## src/rtl/regfile_sb_if.sv

```systemverilog
// Decode/writeback-side bus of the regfile_sb register file: write, clear, reserve and read ports.
interface regfile_sb_if #(
    parameter int unsigned DATA_W = 16,
    parameter int unsigned ADDR_W = 3
) ();
    logic              clr_en;
    logic [ADDR_W-1:0] clr_addr;
    logic              wr_en;
    logic [ADDR_W-1:0] wr_addr;
    logic [DATA_W-1:0] wr_data;
    logic              rsv_en;
    logic [ADDR_W-1:0] rsv_addr;
    logic              rd_stall;
    logic [ADDR_W-1:0] rd_addr_a;
    logic [ADDR_W-1:0] rd_addr_b;
    logic [DATA_W-1:0] rd_data_a;
    logic [DATA_W-1:0] rd_data_b;
    logic              rd_busy_a;
    logic              rd_busy_b;

    modport master (
        output clr_en, clr_addr, wr_en, wr_addr, wr_data, rsv_en, rsv_addr,
        output rd_stall, rd_addr_a, rd_addr_b,
        input  rd_data_a, rd_data_b, rd_busy_a, rd_busy_b
    );

    modport slave (
        input  clr_en, clr_addr, wr_en, wr_addr, wr_data, rsv_en, rsv_addr,
        input  rd_stall, rd_addr_a, rd_addr_b,
        output rd_data_a, rd_data_b, rd_busy_a, rd_busy_b
    );
endinterface

```

## src/rtl/regfile_sb.sv

```systemverilog
// Register file with one write port, two registered read ports and a per-register busy scoreboard.
// Define REGFILE_BYPASS_EN to make reads see same-cycle writes and clears.
module regfile_sb #(
    parameter int unsigned DATA_W   = 16,
    parameter int unsigned ADDR_W   = 3,
    parameter int unsigned ZERO_REG = 0
) (
    input logic          clk,
    input logic          rstAll,
    regfile_sb_if.slave  bus
);
    localparam int unsigned DEPTH = 2 ** ADDR_W;

    logic [DATA_W-1:0] mem_q [DEPTH];
    logic [DATA_W-1:0] mem_d [DEPTH];
    logic [DEPTH-1:0]  busy_q;
    logic [DEPTH-1:0]  busy_d;

    logic [ADDR_W-1:0] rd_addr   [2];
    logic [DATA_W-1:0] rd_data_d [2];
    logic [DATA_W-1:0] rd_data_q [2];
    logic [1:0]        rd_busy_d;
    logic [1:0]        rd_busy_q;

    assign rd_addr[0] = bus.rd_addr_a;
    assign rd_addr[1] = bus.rd_addr_b;

    always_comb begin
        for (int i = 0; i < DEPTH; i++) begin
            mem_d[i]  = mem_q[i];
            busy_d[i] = busy_q[i];
            if (bus.clr_en && bus.clr_addr == ADDR_W'(i)) begin
                mem_d[i]  = '0;
                busy_d[i] = 1'b0;
            end else begin
                if (bus.wr_en && bus.wr_addr == ADDR_W'(i)) begin
                    mem_d[i] = bus.wr_data;
                end
                // A reserve alongside a write keeps the bit set: the newer producer wins.
                if (bus.rsv_en && bus.rsv_addr == ADDR_W'(i)) begin
                    busy_d[i] = 1'b1;
                end else if (bus.wr_en && bus.wr_addr == ADDR_W'(i)) begin
                    busy_d[i] = 1'b0;
                end
            end
            if (ZERO_REG != 0 && i == 0) begin
                mem_d[i]  = '0;
                busy_d[i] = 1'b0;
            end
        end
    end

    always_comb begin
        for (int p = 0; p < 2; p++) begin
            rd_data_d[p] = mem_q[rd_addr[p]];
            rd_busy_d[p] = busy_q[rd_addr[p]];
`ifdef REGFILE_BYPASS_EN
            if (bus.clr_en && bus.clr_addr == rd_addr[p]) begin
                rd_data_d[p] = '0;
                rd_busy_d[p] = 1'b0;
            end else if (bus.wr_en && bus.wr_addr == rd_addr[p]) begin
                rd_data_d[p] = bus.wr_data;
                rd_busy_d[p] = bus.rsv_en && (bus.rsv_addr == rd_addr[p]);
            end
`endif
            if (ZERO_REG != 0 && rd_addr[p] == '0) begin
                rd_data_d[p] = '0;
                rd_busy_d[p] = 1'b0;
            end
        end
    end

    always_ff @(posedge clk or posedge rstAll) begin
        if (rstAll) begin
            for (int i = 0; i < DEPTH; i++) begin
                mem_q[i] <= '0;
            end
            busy_q       <= '0;
            rd_data_q[0] <= '0;
            rd_data_q[1] <= '0;
            rd_busy_q    <= '0;
        end else begin
            for (int i = 0; i < DEPTH; i++) begin
                mem_q[i] <= mem_d[i];
            end
            busy_q <= busy_d;
            if (!bus.rd_stall) begin
                rd_data_q[0] <= rd_data_d[0];
                rd_data_q[1] <= rd_data_d[1];
                rd_busy_q    <= rd_busy_d;
            end
        end
    end

    assign bus.rd_data_a = rd_data_q[0];
    assign bus.rd_data_b = rd_data_q[1];
    assign bus.rd_busy_a = rd_busy_q[0];
    assign bus.rd_busy_b = rd_busy_q[1];
endmodule

```

## src/flat_wrapper.sv

```systemverilog
// flat-port wrapper written by rule: the top's interface ports become plain ports
module regfile_sb_flat 
#(
    parameter int unsigned DATA_W   = 16,
    parameter int unsigned ADDR_W   = 3,
    parameter int unsigned ZERO_REG = 0
)
  (clk, rstAll, bus_clr_en, bus_clr_addr, bus_wr_en, bus_wr_addr, bus_wr_data, bus_rsv_en, bus_rsv_addr, bus_rd_stall, bus_rd_addr_a, bus_rd_addr_b, bus_rd_data_a, bus_rd_data_b, bus_rd_busy_a, bus_rd_busy_b);
  regfile_sb_if #(.DATA_W(DATA_W), .ADDR_W(ADDR_W)) bus_i ();
  input logic clk;
  input logic rstAll;
  input wire logic [$bits(bus_i.clr_en)-1:0] bus_clr_en;
  input wire logic [$bits(bus_i.clr_addr)-1:0] bus_clr_addr;
  input wire logic [$bits(bus_i.wr_en)-1:0] bus_wr_en;
  input wire logic [$bits(bus_i.wr_addr)-1:0] bus_wr_addr;
  input wire logic [$bits(bus_i.wr_data)-1:0] bus_wr_data;
  input wire logic [$bits(bus_i.rsv_en)-1:0] bus_rsv_en;
  input wire logic [$bits(bus_i.rsv_addr)-1:0] bus_rsv_addr;
  input wire logic [$bits(bus_i.rd_stall)-1:0] bus_rd_stall;
  input wire logic [$bits(bus_i.rd_addr_a)-1:0] bus_rd_addr_a;
  input wire logic [$bits(bus_i.rd_addr_b)-1:0] bus_rd_addr_b;
  output wire logic [$bits(bus_i.rd_data_a)-1:0] bus_rd_data_a;
  output wire logic [$bits(bus_i.rd_data_b)-1:0] bus_rd_data_b;
  output wire logic [$bits(bus_i.rd_busy_a)-1:0] bus_rd_busy_a;
  output wire logic [$bits(bus_i.rd_busy_b)-1:0] bus_rd_busy_b;
  assign bus_i.clr_en = bus_clr_en;
  assign bus_i.clr_addr = bus_clr_addr;
  assign bus_i.wr_en = bus_wr_en;
  assign bus_i.wr_addr = bus_wr_addr;
  assign bus_i.wr_data = bus_wr_data;
  assign bus_i.rsv_en = bus_rsv_en;
  assign bus_i.rsv_addr = bus_rsv_addr;
  assign bus_i.rd_stall = bus_rd_stall;
  assign bus_i.rd_addr_a = bus_rd_addr_a;
  assign bus_i.rd_addr_b = bus_rd_addr_b;
  assign bus_rd_data_a = bus_i.rd_data_a;
  assign bus_rd_data_b = bus_i.rd_data_b;
  assign bus_rd_busy_a = bus_i.rd_busy_a;
  assign bus_rd_busy_b = bus_i.rd_busy_b;
  regfile_sb #(.DATA_W(DATA_W), .ADDR_W(ADDR_W), .ZERO_REG(ZERO_REG)) u_core (.clk(clk), .rstAll(rstAll), .bus(bus_i));
endmodule
```

## config.mk

```make
export PLATFORM = sky130hd
export DESIGN_NAME = regfile_sb_flat
export DESIGN_NICKNAME = d
export VERILOG_FILES = /design/src/rtl/regfile_sb_if.sv /design/src/rtl/regfile_sb.sv /design/src/flat_wrapper.sv
export SDC_FILE = /design/constraint.sdc
export NUM_CORES = 1
export LEC_CHECK = 0
export CORE_ASPECT_RATIO = 0.7
export CORE_MARGIN = 5
export CORE_UTILIZATION = 40
export CTS_CLUSTER_SIZE = 12
export DETAILED_ROUTE_END_ITERATION = 7
export GPL_ROUTABILITY_DRIVEN = 0
export GPL_TIMING_DRIVEN = 1
export SYNTH_ARGS = -nofsm -noshare
export SYNTH_HDL_FRONTEND = slang
export SYNTH_SLANG_ARGS = --single-unit
```

## constraint.sdc

```tcl
create_clock -name clk -period 6.4 [get_ports clk]
set_input_delay 1.6 -clock clk [delete_from_list [all_inputs] [get_ports clk]]
set_output_delay 1.6 -clock clk [all_outputs]
set_load 0.05 [all_outputs]
```

==> metrics, run 1 <==
die area roughly 26000 um^2; Final ANT Viol Nets 0; half-perimeter wire length after detailed placement ~19000 um; Synth area leader dfrtp_1; post-synth top area share 0.4682; cell chain of the critical path clkdlybuf4s50_1, nand4_1, nand2_1, a21oi_1; DR WL/cell between 20 and 25 um; Finish-stage setup viols 0; Max Clock Freq 274.5 MHz; Hold/Removal Path Class flop to flop; RSZ-0062 raised after global routing false; DR iter-0 viols around 930; post-synthesis instance total about 1000; CP max FO 17; post-layout power ~3.2 mW; post-route cell area 10490 um^2; Metal-1 WL between 10000 and 15000 um; CTS Root Cell clkbuf_16; number of top-level pins a little over 70; Pleak about 4.6 nW; Startpoint Class input pin; Final Slew Violations 0; power per cell area around 310 nW/um^2; Antenna Cells 0; GRT Resource Usage Total 0.2338; PostCTS Resize Cnt 0; drt total wl a little under 30000 um; Avg Inst Size Synth 9.300 um^2; GR Overflow Total 0; Crit path required time approximately 6.7 ns; status complete, no violations; most common cell after layout, fill and taps aside nand2_1; DR vias about 7500; Final Hold Fails 0; register bit total from synthesis 170; pre-CTS setup slack about 2.4 ns; Clock transition at path regs about 0.07 ns; Vias/cell between 5 and 6; WS Path Type input pin to flop; clk_lat worst skew approximately 0.45 ns; vias in the first global route between 7000 and 8000; Starting Density 0.4038; WP data arrival slightly below 4 ns; Setup TNS Final 0 ns; VDD IR max ~190 uV; Die W about 190 um; area delta synth->final 15.44%; max_cap viols 0; crit path time final about 3.6 ns; most frequent cells in the layout nand2_1 (295), dfrtp_1 (170), a21oi_1 (129), mux2i_1 (68), mux2_2 (68); worst-margin pin slew roughly 1.2 ns; CTS Sinks between 150 and 200; Cell Area, Synth just over 9000 um^2; TritonRoute pass-1 iters 5; largest net degree at the start of global routing between 100 and 150; IO buf count 70; Final nets around 1000; Final period util 0.5692; final-layout fill cell count between 2000 and 2500; number of distinct library cells after synthesis 30; CTS tree done; CTS Buffer Depth 2; antenna violations before repair 0; layout cells sized above 1 0.1261; H-tree levels 4; crit path capture type flop; Rows 46; Seq/Total Area, Yosys 0.4682; ranking of synthesized cells by area dfrtp_1 (47%), nand2_1 (12%), mux2_2 (8.4%); Post-CTS Setup Inserts 0; skew final about 0.012 ns; post-synthesis net count about 1000; Core ar. 22500 um^2; Ys Warns 0; DRC violation count after routing 0; slowest stage delay, CP ~1.1 ns; Max Used Layer met4; Placed Area just under 10000 um^2; metal2 WL around 13000 um; # hold bufs at CTS 0; relative slew slack 0.2046; Met3 Wirelength ~2300 um; first-pass GRT wire length 45570 um; critical path's slowest cell nand4_1; cts bufs inserted 17; worst setup margin ~2.8 ns; Die Y approximately 140 um
==> power breakdown <==
group / total, mW / switching, mW / leakage (nW) / internal [mW]
clock: 1.17 / 0.469 / 0.306 / 0.705
combinational: 0.721 / 0.431 / 2.04 / 0.290
sequential: 1.35 / 0.120 / 2.21 / 1.23
total: 3.25 / 1.02 / 4.56 / 2.23
==> metal layers <==
metal,track usage,vias up
li1,-,3422
met1,0.3460,3753
met2,0.3442,276
met3,0.05929,35
met4,0.05662,0
met5,0,-
==> synth_stat cells <==
master     count
nand4bb_1      3
a22oi_1        2
or4b_4         1
buf_1          1
nor2b_1        5
mux2i_1       68
clkbuf_1      43
buf_2         26
nor2_1        16
inv_1          1
a22o_1        34
nand4b_1       3
and4bb_2       2
buf_4         18
nor4b_4        1
a22oi_4        1
and4_1         1
mux2_2        68
a32oi_1        4
nand2_1      295
o22ai_1       34
nor4bb_1       1
nor3_1         2
and4b_1        3
dfrtp_1      170
o31ai_1       34
buf_6          4
a21oi_1      129
nand2b_1       5
nand4_1        2
==> path summary, 6_finish.rpt <==
kind                                    startpoint                       end  slack (ns)  depth (start not counted)
max                                 bus_wr_addr[0]           u_core.mem_q[1]        2.76                          4
min                        u_core.bus.rd_data_a[0]   u_core.bus.rd_data_a[0]        0.49                          2
max reg2reg                       u_core.mem_q[45]  u_core.bus.rd_data_b[13]        5.10                          3
min reg2reg                u_core.bus.rd_data_a[0]   u_core.bus.rd_data_a[0]        0.49                          2
max in group asynchronous                   rstAll         u_core.mem_q[114]        3.70                          3
min in group asynchronous                   rstAll          u_core.mem_q[11]        1.76                          2
==> registers in the layout, indices dropped and copies added, names as in the netlist <==
register / flops
u_core.bus.rd_data_b: 16
u_core.bus.rd_data_a: 16
u_core.rd_busy_q: 2
u_core.busy_q: 8
u_core.mem_q: 128
==> kinds of logic after synthesis <==
| group | share of synthesized area |
|---|---|
| buf+inv | 0.05274 |
| compound gates | 0.1632 |
| flops | 0.4682 |
| simple gates | 0.1567 |
| mux | 0.1592 |
==> metrics by stage <==
step,hold WS [ns],utilization,std cells
floorplan,0.4901,-,977
global placement,0.4684,0.4370,1280
detailed placement,0.4738,0.4370,1280
CTS,0.4912,0.4661,1311
global route,0.5113,0.4661,1311
finish,0.4913,0.4661,1311
==> area by class of cell <==
class	instances	area [um^2]	share of cell area
multi-input combinational	714	4380	0.4176
sequential	170	4254	0.4056
timing repair buffer	83	800.8	0.07635
clock buffer	18	439.2	0.04187
tap	312	390.4	0.03722
clock inverter	13	215.2	0.02052
inverter	1	8.758	0.0008350
==> critical path, delay by kind of cell <==
| kind | cells | cell delay (ns) |
|---|---|---|
| buffers and inverters | 1 | 0.81 |
| and+or+nand+nor | 2 | 1.40 |
| AOI/OAI and AO/OA | 1 | 0.10 |
Power figures use the tool's default switching activity.
==> run 2: changes to the inputs <==
==> constraint.sdc (replaced) <==
create_clock -name clk -period 3.41 [get_ports clk]
set_input_delay 0.8525 -clock clk [delete_from_list [all_inputs] [get_ports clk]]
set_output_delay 0.8525 -clock clk [all_outputs]
set_load 0.05 [all_outputs]
==> run 2 against run 1 <==
Design area grew 1.2%. Routed wire length is 0.18% lower. Clock-buffer cell count is 1 lower. Hold slack worse by 0.0062 ns. Die area stayed put. Flip-flop and latch count stayed put. Global-route usage is 0.086 points higher. Sequential power increased by 87%. Clock power is 63% higher. Critical endpoint is now bus_rd_busy_b.
==> metrics, run 2 (synthesized netlist as in run 1, its figures left out) <==
status complete, no violations; drt total wl 29750 um; power per cell area 547.1 nW/um^2; Most Used Layer, Global Route met1; cell chain of the critical path clkdlybuf4s50_1; CP max FO 2; TritonRoute pass-1 iters 5; Max Clock Freq approximately 400 MHz; worst-margin pin slew roughly 0.88 ns; Final nets roughly 1000; largest net degree at the start of global routing 113; GR Overflow Total 0; DR iter-0 viols roughly 730; Final ANT Viol Nets 0; Final Slew Violations 0; Setup TNS Final 0 ns; cts bufs inserted 17; H-tree levels 4; skew final 0.008440 ns; Finish-stage setup viols 0; CP delay by family, top buffers and inverters; most common cell after layout, fill and taps aside nand2_1; CTS tree done; most frequent cells in the layout nand2_1 (295), dfrtp_1 (170), a21oi_1 (129), mux2i_1 (68), mux2_2 (68); DRC violation count after routing 0; Die W approximately 190 um; Clock transition at path regs ~0.070 ns; first-pass GRT wire length 46150 um; final-layout fill cell count approximately 2100; Vias/cell between 5 and 6; Antenna Cells 0; number of top-level pins 71; clk_lat worst skew 0.43 ns; max_cap viols 0; IO buf count 70; WS Path Type flop to output port; CTS Buffer Depth 2; largest reg by FF count u_core.mem_q; CTS Sinks 170; CTS Root Cell clkbuf_16; post-layout power approximately 5.8 mW; antenna violations before repair 0; max FFs per register between 100 and 150; Post-CTS Setup Inserts 0; M1 GR Usage 0.3560; DR vias between 7000 and 8000; # hold bufs at CTS 0; Rows 46; Final Hold Fails 0; sw frac 0.3308; vias in the first global route 7401; Hold/Removal Path Class flop to flop; Reg2Reg Setup Slack approximately 2.1 ns; P_sw around 1.9 mW; Startpoint Class flop; layout cells sized above 1 0.1447; critical path's slowest cell clkdlybuf4s50_1; Final period util 0.7384; met2 GRT Util 0.3339; relative slew slack 0.4106; Starting Density 0.4038; WP data arrival ~1.7 ns; GR Util met3 0.06905; die area 25880 um^2; VDD IR max around 370 uV; clock power share 0.328; area delta synth->final 16.77%; CP bufs+invs 1; crit path time final approximately 2.5 ns; Int Pwr a little under 4 mW; slowest stage delay, CP around 0.83 ns; Die Y ~140 um; Logic pwr share 0.235; sequential power share 0.436; RSZ-0062 raised after global routing false; Core ar. 22500 um^2; crit path capture type output port; Crit path required time 2.56 ns; GRT Resource Usage Total 0.2346; half-perimeter wire length after detailed placement just under 20000 um; DR WL/cell approximately 22 um; PostCTS Resize Cnt 0; Pleak 4.629 nW
-- run 2: changes by cell type in the layout (fill, tap and decap cells not counted), sizes merged --
cell / before / now
buf: 16 / 39
bufinv: 5 / 1
clkbuf: 18 / 17
clkinv: 1 / 2
clkinvlp: 4 / 8
inv: 4 / 5
-- run 2: final cells by class --
type	count	area, um^2	share of cell area
sequential	170	4254	0.4009
inverter	1	7.507	0.0007075
multi-input combinational	714	4369	0.4118
clock inverter	15	140.1	0.01321
clock buffer	17	425.4	0.04009
tap	312	390.4	0.03679
timing repair buffer	106	1023	0.09646
-- run 2: power groups by stage --
stage          combinational, mW  sequential (mW)  clock, mW
4_1_cts                     1.36             2.53       1.92
2_1_floorplan              0.727             2.72          0
6_report                    1.37             2.53       1.91
5_1_grt                     1.47             2.57       2.02
3_5_place_dp                1.36             2.57          0
3_3_place_gp                1.34             2.56          0
-- run 2: path summary, 6_finish.rpt --
check | cells past startpoint | from | end
max reg2reg | 3 | u_core.mem_q[29] | u_core.bus.rd_data_a[13]
min | 2 | u_core.bus.rd_data_b[1] | u_core.bus.rd_data_b[1]
max in group asynchronous | 3 | rstAll | u_core.mem_q[82]
max | 1 | u_core.rd_busy_q[1] | bus_rd_busy_b
min in group asynchronous | 3 | rstAll | u_core.mem_q[44]
min reg2reg | 2 | u_core.bus.rd_data_b[1] | u_core.bus.rd_data_b[1]
-- run 2: metal layers --
metal / up-vias / share of wire
met5: - / 0
met4: 0 / 0.010
met3: 31 / 0.089
met2: 286 / 0.42
met1: 3829 / 0.48
li1: 3476 / -
-- run 2: per-stage QoR --
| step | cell area [um^2] | hold slack (ns) | setup slack, ns | util | cells |
|---|---|---|---|---|---|
| after CTS | 10610 | 0.4902 | 0.8728 | 0.4715 | 1335 |
| after detailed placement | 10040 | 0.4731 | 0.6163 | 0.4463 | 1303 |
| after global routing | 10610 | 0.5064 | 0.8335 | 0.4715 | 1335 |
| after global placement | 10040 | 0.4730 | 0.6731 | 0.4463 | 1303 |
| final | 10610 | 0.4851 | 0.8921 | 0.4715 | 1335 |
| after floorplan | 9090 | 0.4901 | 0.3888 | - | 977 |
